File: src/rtl/data_unpacker_pkg.sv
// Shared sizing helpers and state encoding for the packer/unpacker width converters.
package data_unpacker_pkg;

  typedef enum logic {
    IDLE = 1'b0,
    SEND = 1'b1
  } unpack_state_e;

  function automatic int ceil_a_by_b(input int a, input int b);
    return (a + b - 1) / b;
  endfunction

  // Counter width for n beats; never narrower than one bit.
  function automatic int c_log_2(input int n);
    return (n <= 2) ? 1 : $clog2(n);
  endfunction

endpackage

File: src/rtl/data_unpacker.sv
// Wide-to-narrow unpacker: one IN_WIDTH word out as ceil(IN/OUT) beats, LSB slice first.
module data_unpacker
  import data_unpacker_pkg::*;
#(
  parameter int IN_WIDTH  = 128,
  parameter int OUT_WIDTH = 64,
  parameter int OP_WIDTH  = 16
) (
  input  logic                 clk,
  input  logic                 reset,
  input  logic                 s_write_req,
  output logic                 s_write_ready,
  input  logic [IN_WIDTH-1:0]  s_write_data,
  output logic                 m_write_req,
  input  logic                 m_write_ready,
  output logic [OUT_WIDTH-1:0] m_write_data,
  output logic                 m_write_last
);

  localparam int NUM_BEATS = ceil_a_by_b(IN_WIDTH, OUT_WIDTH);
  localparam int CNT_W     = c_log_2(NUM_BEATS);
  localparam int SREG_W    = NUM_BEATS * OUT_WIDTH;

  if ((IN_WIDTH % OP_WIDTH) != 0 || (OUT_WIDTH % OP_WIDTH) != 0) begin : g_bad_op_width
    $error("data_unpacker: IN_WIDTH and OUT_WIDTH must be multiples of OP_WIDTH");
  end

  unpack_state_e     state_q, state_d;
  logic [CNT_W-1:0]  cnt_q, cnt_d;
  logic [SREG_W-1:0] sreg_q, sreg_d;
  logic              s_fire, m_fire;

  assign m_write_req   = (state_q == SEND);
  assign m_write_last  = (state_q == SEND) && (cnt_q == CNT_W'(NUM_BEATS - 1));
  assign m_write_data  = sreg_q[OUT_WIDTH-1:0];
  // Ready while the last beat leaves lets the next word load with no bubble.
  assign s_write_ready = (state_q == IDLE) || (m_write_last && m_write_ready);
  assign s_fire        = s_write_req && s_write_ready;
  assign m_fire        = m_write_req && m_write_ready;

  always_comb begin
    state_d = state_q;
    cnt_d   = cnt_q;
    sreg_d  = sreg_q;
    unique case (state_q)
      IDLE: begin
        if (s_fire) begin
          sreg_d  = SREG_W'(s_write_data);
          cnt_d   = '0;
          state_d = SEND;
        end
      end
      SEND: begin
        if (m_fire) begin
          if (!m_write_last) begin
            sreg_d = sreg_q >> OUT_WIDTH;
            cnt_d  = cnt_q + CNT_W'(1);
          end else if (s_fire) begin
            sreg_d = SREG_W'(s_write_data);
            cnt_d  = '0;
          end else begin
            cnt_d   = '0;
            state_d = IDLE;
          end
        end
      end
    endcase
  end

  always_ff @(posedge clk) begin
    if (!reset) begin
      state_q <= IDLE;
      cnt_q   <= '0;
      sreg_q  <= '0;
    end else begin
      state_q <= state_d;
      cnt_q   <= cnt_d;
      sreg_q  <= sreg_d;
    end
  end

endmodule

File: config.mk
export PLATFORM = sky130hd
export DESIGN_NAME = data_unpacker
export DESIGN_NICKNAME = d
export VERILOG_FILES = /design/src/rtl/data_unpacker_pkg.sv /design/src/rtl/data_unpacker.sv
export SDC_FILE = /design/constraint.sdc
export NUM_CORES = 1
export LEC_CHECK = 0
export ABC_CLOCK_PERIOD_IN_PS = 3100
export CAP_MARGIN = 20
export CELL_PAD_IN_SITES_DETAIL_PLACEMENT = 0
export CELL_PAD_IN_SITES_GLOBAL_PLACEMENT = 1
export CORE_UTILIZATION = 38
export CTS_CLUSTER_SIZE = 12
export DETAILED_ROUTE_END_ITERATION = 12
export GPL_TIMING_DRIVEN = 0
export PLACE_DENSITY = 0.91
export REMOVE_ABC_BUFFERS = 1
export SLEW_MARGIN = 20
export SYNTH_ARGS = -nofsm -noshare
export SYNTH_HDL_FRONTEND = slang
export SYNTH_SLANG_ARGS = --single-unit
File: constraint.sdc
create_clock -name clk -period 3.1 [get_ports clk]
set_input_delay 0.465 -clock clk [delete_from_list [all_inputs] [get_ports clk]]
set_output_delay 0.465 -clock clk [all_outputs]
set_load 0.02 [all_outputs]
After elaboration in Yosys (flattened, before gate mapping)
Cells that the tools add are included.
{ "word_totals": {"wordCells": 25, "regBits": 130, "out_inout_bits": 67} }
{ "op_classes": {"bitwise": 1, "n_eq_ne": 2, "addsub": 1, "n_reduce_logical": 6, "n_mux": 12} }
{ "op_table": {"columns": ["cell", "count"], "rows": [
  ["$mux 128", 3],
  ["$pmux 128 s2", 1],
  ["$mux 1", 6],
  ["$logic_and 1x1->1", 4],
  ["$pmux 1 s2", 2],
  ["$ne 2x1->1 const B", 1],
  ["$ne 2x2->1 const B", 1],
  ["$reduce_and 2->1", 1],
  ["$add 1x1->1 const B", 1],
  ["$logic_or 1x1->1", 1],
  ["$not 1->1", 1]
]} }

Depth between registers and ports, before layout
{ "depth": {"ltp_word": 8, "ltp_mapped": 6, "depth_no_buf": 3} }

Worst setup path before layout
OpenSTA, ideal clock, no wires.
{ "synth_path": {"path_kind": "register to output", "start": "register state_q (netlist: m_write_req)", "end": "output port m_write_last", "path_stages_with_launch": 5, "arrival_time_ps": 1315, "required_ps": 2635, "n_path_buf": 3, "path_slack_ps": 1320, "cell_sequence": "dfxtp_1 -> buf_4 -> buf_2 -> clkbuf_1 -> and2_1"} }
{ "synth_via": {"elab_chain_len": 1} }
{ "synth_rtl": {"columns": ["element", "line_no", "rtl"], "rows": [
  ["start: declaration", "data_unpacker.sv:28", "unpack_state_e state_q, state_d;"],
  ["start signal: assignment", "data_unpacker.sv:76", "state_q <= state_d;"],
  ["$logic_and 1x1->1", "data_unpacker.sv:34", "assign m_write_last = (state_q == SEND) && (cnt_q == CNT_W'(NUM_BEATS - 1));"],
  ["end: declaration", "data_unpacker.sv:17", "output logic m_write_last"]
]} }
No other way between the ends.

Worst setup path in the final report
{ "layout_path": {"start": "register cnt_q", "end": "output port s_write_ready"} }
{ "layout_via": {"elab_chain_len": 3} }
{ "layout_rtl": {"columns": ["element", "line_no", "rtl"], "rows": [
  ["start: declaration", "data_unpacker.sv:29", "logic [CNT_W-1:0] cnt_q, cnt_d;"],
  ["start signal: assignment", "data_unpacker.sv:77", "cnt_q <= cnt_d;"],
  ["$logic_and 1x1->1", "data_unpacker.sv:34", null],
  ["$logic_and 1x1->1", "data_unpacker.sv:37", "assign s_write_ready = (state_q == IDLE) || (m_write_last && m_write_ready);"],
  ["$logic_or 1x1->1", "data_unpacker.sv:37", null],
  ["end: declaration", "data_unpacker.sv:12", "output logic s_write_ready,"]
]} }
No other way between the ends.

==> impl_results.rst <==
.. list-table::
   :header-rows: 1

   * - Metric
     - Value
   * - Global-route wire length before repair
     - 28.8 mm
   * - DR iter-0 viols
     - 307
   * - Worst-path fanout max
     - 71
   * - Final Skew
     - 0.0120 ns
   * - Yosys reg bits
     - 130
   * - Clock Path Buffers
     - 2
   * - CTS tree
     - done
   * - Power density normalized to cell area
     - 557 nW/um^2
   * - Number of H-tree levels
     - 4
   * - Vias in the first global route
     - 5545
   * - I/O pin total
     - 199
   * - Clock share of power
     - 42.3%
   * - Number of nets in the finished design
     - 863
   * - Fraction of power spent switching nets
     - 26.3%
   * - Top library cells by usage in the layout, fill and taps aside
     - clkdlybuf4s50_1, dfxtp_1, a22o_1
   * - Horizontal die dimension
     - 132 um
   * - Total wirelength of the detailed-routed design
     - 17.8 mm
   * - Count of yosys warnings during synthesis
     - 0
   * - Largest net degree at the start of global routing
     - 72
   * - NetSw
     - 1270 uW
   * - Combinational power share
     - 18.2%
   * - Shortest period the worst path allows
     - 2.90 ns
   * - Count of maximum capacitance violations
     - 0
   * - Sum of internal, switching and leakage power
     - 4820 uW
   * - Hold Fails Final Rpt
     - 0
   * - Worst min-delay path category
     - reg -> reg
   * - Area delta synth->final
     - 34.5%
   * - Internal power summed over all cells
     - 3550 uW
   * - IO buf count
     - 198
   * - CTS Hold Buffers Added
     - 0
   * - Sequential power share
     - 39.6%
   * - Period utilisation layout
     - 93.4%
   * - Clock buffer count from CTS
     - 17
   * - Critical path start-end classification
     - reg -> out
   * - Initial Utilization
     - 38.9%
   * - Placement Cell Area
     - 8040 um^2
   * - Last weighted congestion value of the routability-driven placer
     - 0.741
   * - Routed via count
     - 5457
   * - Setup-violating endpoint count in the final report
     - 0
   * - Ant diodes
     - 0
   * - Sequential area share after synthesis
     - 40.5%
   * - Measured slew at the worst slew-check pin
     - 0.722 ns
   * - Gr ovfl total
     - 0
   * - Worst slack at placement
     - -0.184 ns
   * - Netlist cell types
     - 29
   * - Instance count of the mapped netlist
     - 637
   * - Global-route usage over all layers
     - 20.5%
   * - Worst EP required
     - 2.63 ns
   * - Insertion delay to the later sink of the worst-skew pair
     - 0.41 ns
   * - Max-slew violation count
     - 0
   * - Peak Freq
     - 345 MHz
   * - Total leakage power
     - 0.00334 uW
   * - DIE HEIGHT
     - 132 um
   * - Layout cells sized above 1
     - 7.00%
   * - Clock-pin slew of the registers on the worst-case setup and hold paths
     - 0.06 ns
   * - Cell area after technology mapping
     - 6430 um^2
   * - Most common cell after layout, fill and taps aside
     - clkdlybuf4s50_1
   * - Antenna violations before repair
     - 0
   * - Post-detailed-placement half-perimeter wirelength
     - 11.2 mm
   * - Slew headroom
     - 51.9%
   * - Rows
     - 47
   * - Routed wire per std cell
     - 18.5 um
   * - Status
     - complete, no violations
   * - Setup slack, reg-to-reg
     - 0.69 ns
   * - Core box area
     - 16500 um^2
   * - Remaining number of nets flagged by the antenna check after routing
     - 0
   * - Syn_area_per_cell
     - 10.1 um^2
   * - Type of destination of the critical path
     - output port
   * - Summed area of non-filler cells in the final layout
     - 8650 um^2
   * - Unrepaired setup endpoints after global routing
     - no
   * - Worst vdd rail ir drop
     - 0.000444 V
   * - Cell at the root of the clock tree
     - clkbuf_16
   * - Data arrival at the endpoint of the critical path
     - 2.43 ns
   * - Per-cell via count in the routed design
     - 5.67
   * - Clk sinks
     - 130
   * - Worst Setup Slack, final
     - 0.205 ns
   * - First drt pass iteration count
     - 4
   * - DRC violations left
     - 0
   * - Type of element launching the critical path
     - register
   * - Die area
     - 17400 um^2
-- metal layers --
| layer | part of all wire (%) | routed length, um | track usage, % |
|---|---|---|---|
| met2 | 49 | 8690 | 34.5 |
| met5 | 0 | 0 | 0 |
| met3 | 6.6 | 1170 | 5.04 |
| met1 | 43 | 7710 | 25.3 |
| met4 | 1.3 | 233 | 7.49 |
-- final timing paths --
| check | start | cells past startpoint | end |
|---|---|---|---|
| worst max register to register | m_write_req$_SDFF_PN0_ | 5 | sreg_q[96]$_SDFFE_PN0P_ |
| worst max-delay path | cnt_q$_SDFFE_PN0P_ | 2 | s_write_ready |
| worst min register to register | sreg_q[117]$_SDFFE_PN0P_ | 1 | sreg_q[117]$_SDFFE_PN0P_ |
| worst min-delay path | sreg_q[117]$_SDFFE_PN0P_ | 1 | sreg_q[117]$_SDFFE_PN0P_ |
-- sequential cells by signal, summed over array words and instances (netlist names) --
register and count:
m_write_req 1, cnt_q 1, sreg_q 128
-- worst max-delay path: stages, from the launching register on --
cell and delay (ns):
dfxtp_4 0.82, a21bo_4 0.49, clkdlybuf4s50_1 0.69
-- Yosys cell counts --
library cell | count | area share [%]
mux2i_1 | 64 | 10
o211a_1 | 1 | 0.16
nand4b_1 | 28 | 3.8
buf_6 | 7 | 1.2
a221oi_1 | 26 | 3.5
buf_2 | 27 | 2.1
and3_1 | 1 | 0.097
a22o_1 | 92 | 13
o21ai_0 | 17 | 1.3
inv_2 | 2 | 0.12
dfxtp_1 | 130 | 40
o32ai_1 | 10 | 1.4
nor2b_1 | 11 | 1.1
nor2_1 | 10 | 0.58
nand2_2 | 2 | 0.19
o221ai_1 | 28 | 3.8
nand2b_1 | 3 | 0.29
a21oi_1 | 12 | 0.93
a21oi_2 | 1 | 0.14
or3b_1 | 26 | 3.5
o22ai_2 | 1 | 0.19
nor3_1 | 1 | 0.078
o21ai_1 | 9 | 0.70
a21bo_1 | 1 | 0.16
buf_4 | 71 | 8.3
nand2_1 | 29 | 1.7
clkbuf_1 | 25 | 1.5
and2_1 | 1 | 0.097
buf_1 | 1 | 0.058
-- through the flow --
stage	utilization [%]	setup TNS, ns	cells	hold slack, ns
floorplan	-	-82.59	506	0.435
global placement	47.5	-421.76	924	0.450
detailed placement	48.6	-1.94	932	0.448
CTS	52.3	0	963	0.470
global route	52.3	0	963	0.476
finish	52.3	0	963	0.468
-- timing repair --
item                                    in CTS  in global routing
endpoints found under the setup margin       1                  0
setup buffers                                0                  0
gates resized for setup                      2                  0
-- logic make-up after synthesis --
group / after synthesis / synth area share, %
AO/OA/AOI/OAI: 198 / 24.8
buffers and inverters: 133 / 13.3
flip-flops: 130 / 40.5
multiplexers: 64 / 9.96
AND/OR/NAND/NOR: 112 / 11.5
-- layout make-up --
cell class / count / area (um^2)
Clock buffer: 20 / 478
Clock inverter: 11 / 125
Fill cell: 1438 / 7880
Inverter: 2 / 7.51
Multi-Input combinational cell: 374 / 3000
Sequential cell: 130 / 2610
Tap cell: 220 / 275
Timing Repair Buffer: 206 / 2150
-- power by group through the flow --
| stage | sequential (uW) | combinational, uW | clock (uW) |
|---|---|---|---|
| floorplan | 2000 | 303 | 0 |
| global placement | 1950 | 845 | 0 |
| detailed placement | 1940 | 875 | 0 |
| CTS | 1900 | 881 | 2070 |
| global route | 1920 | 937 | 2160 |
| finish | 1910 | 875 | 2040 |
Note: power is estimated with default switching activity, not from simulation.
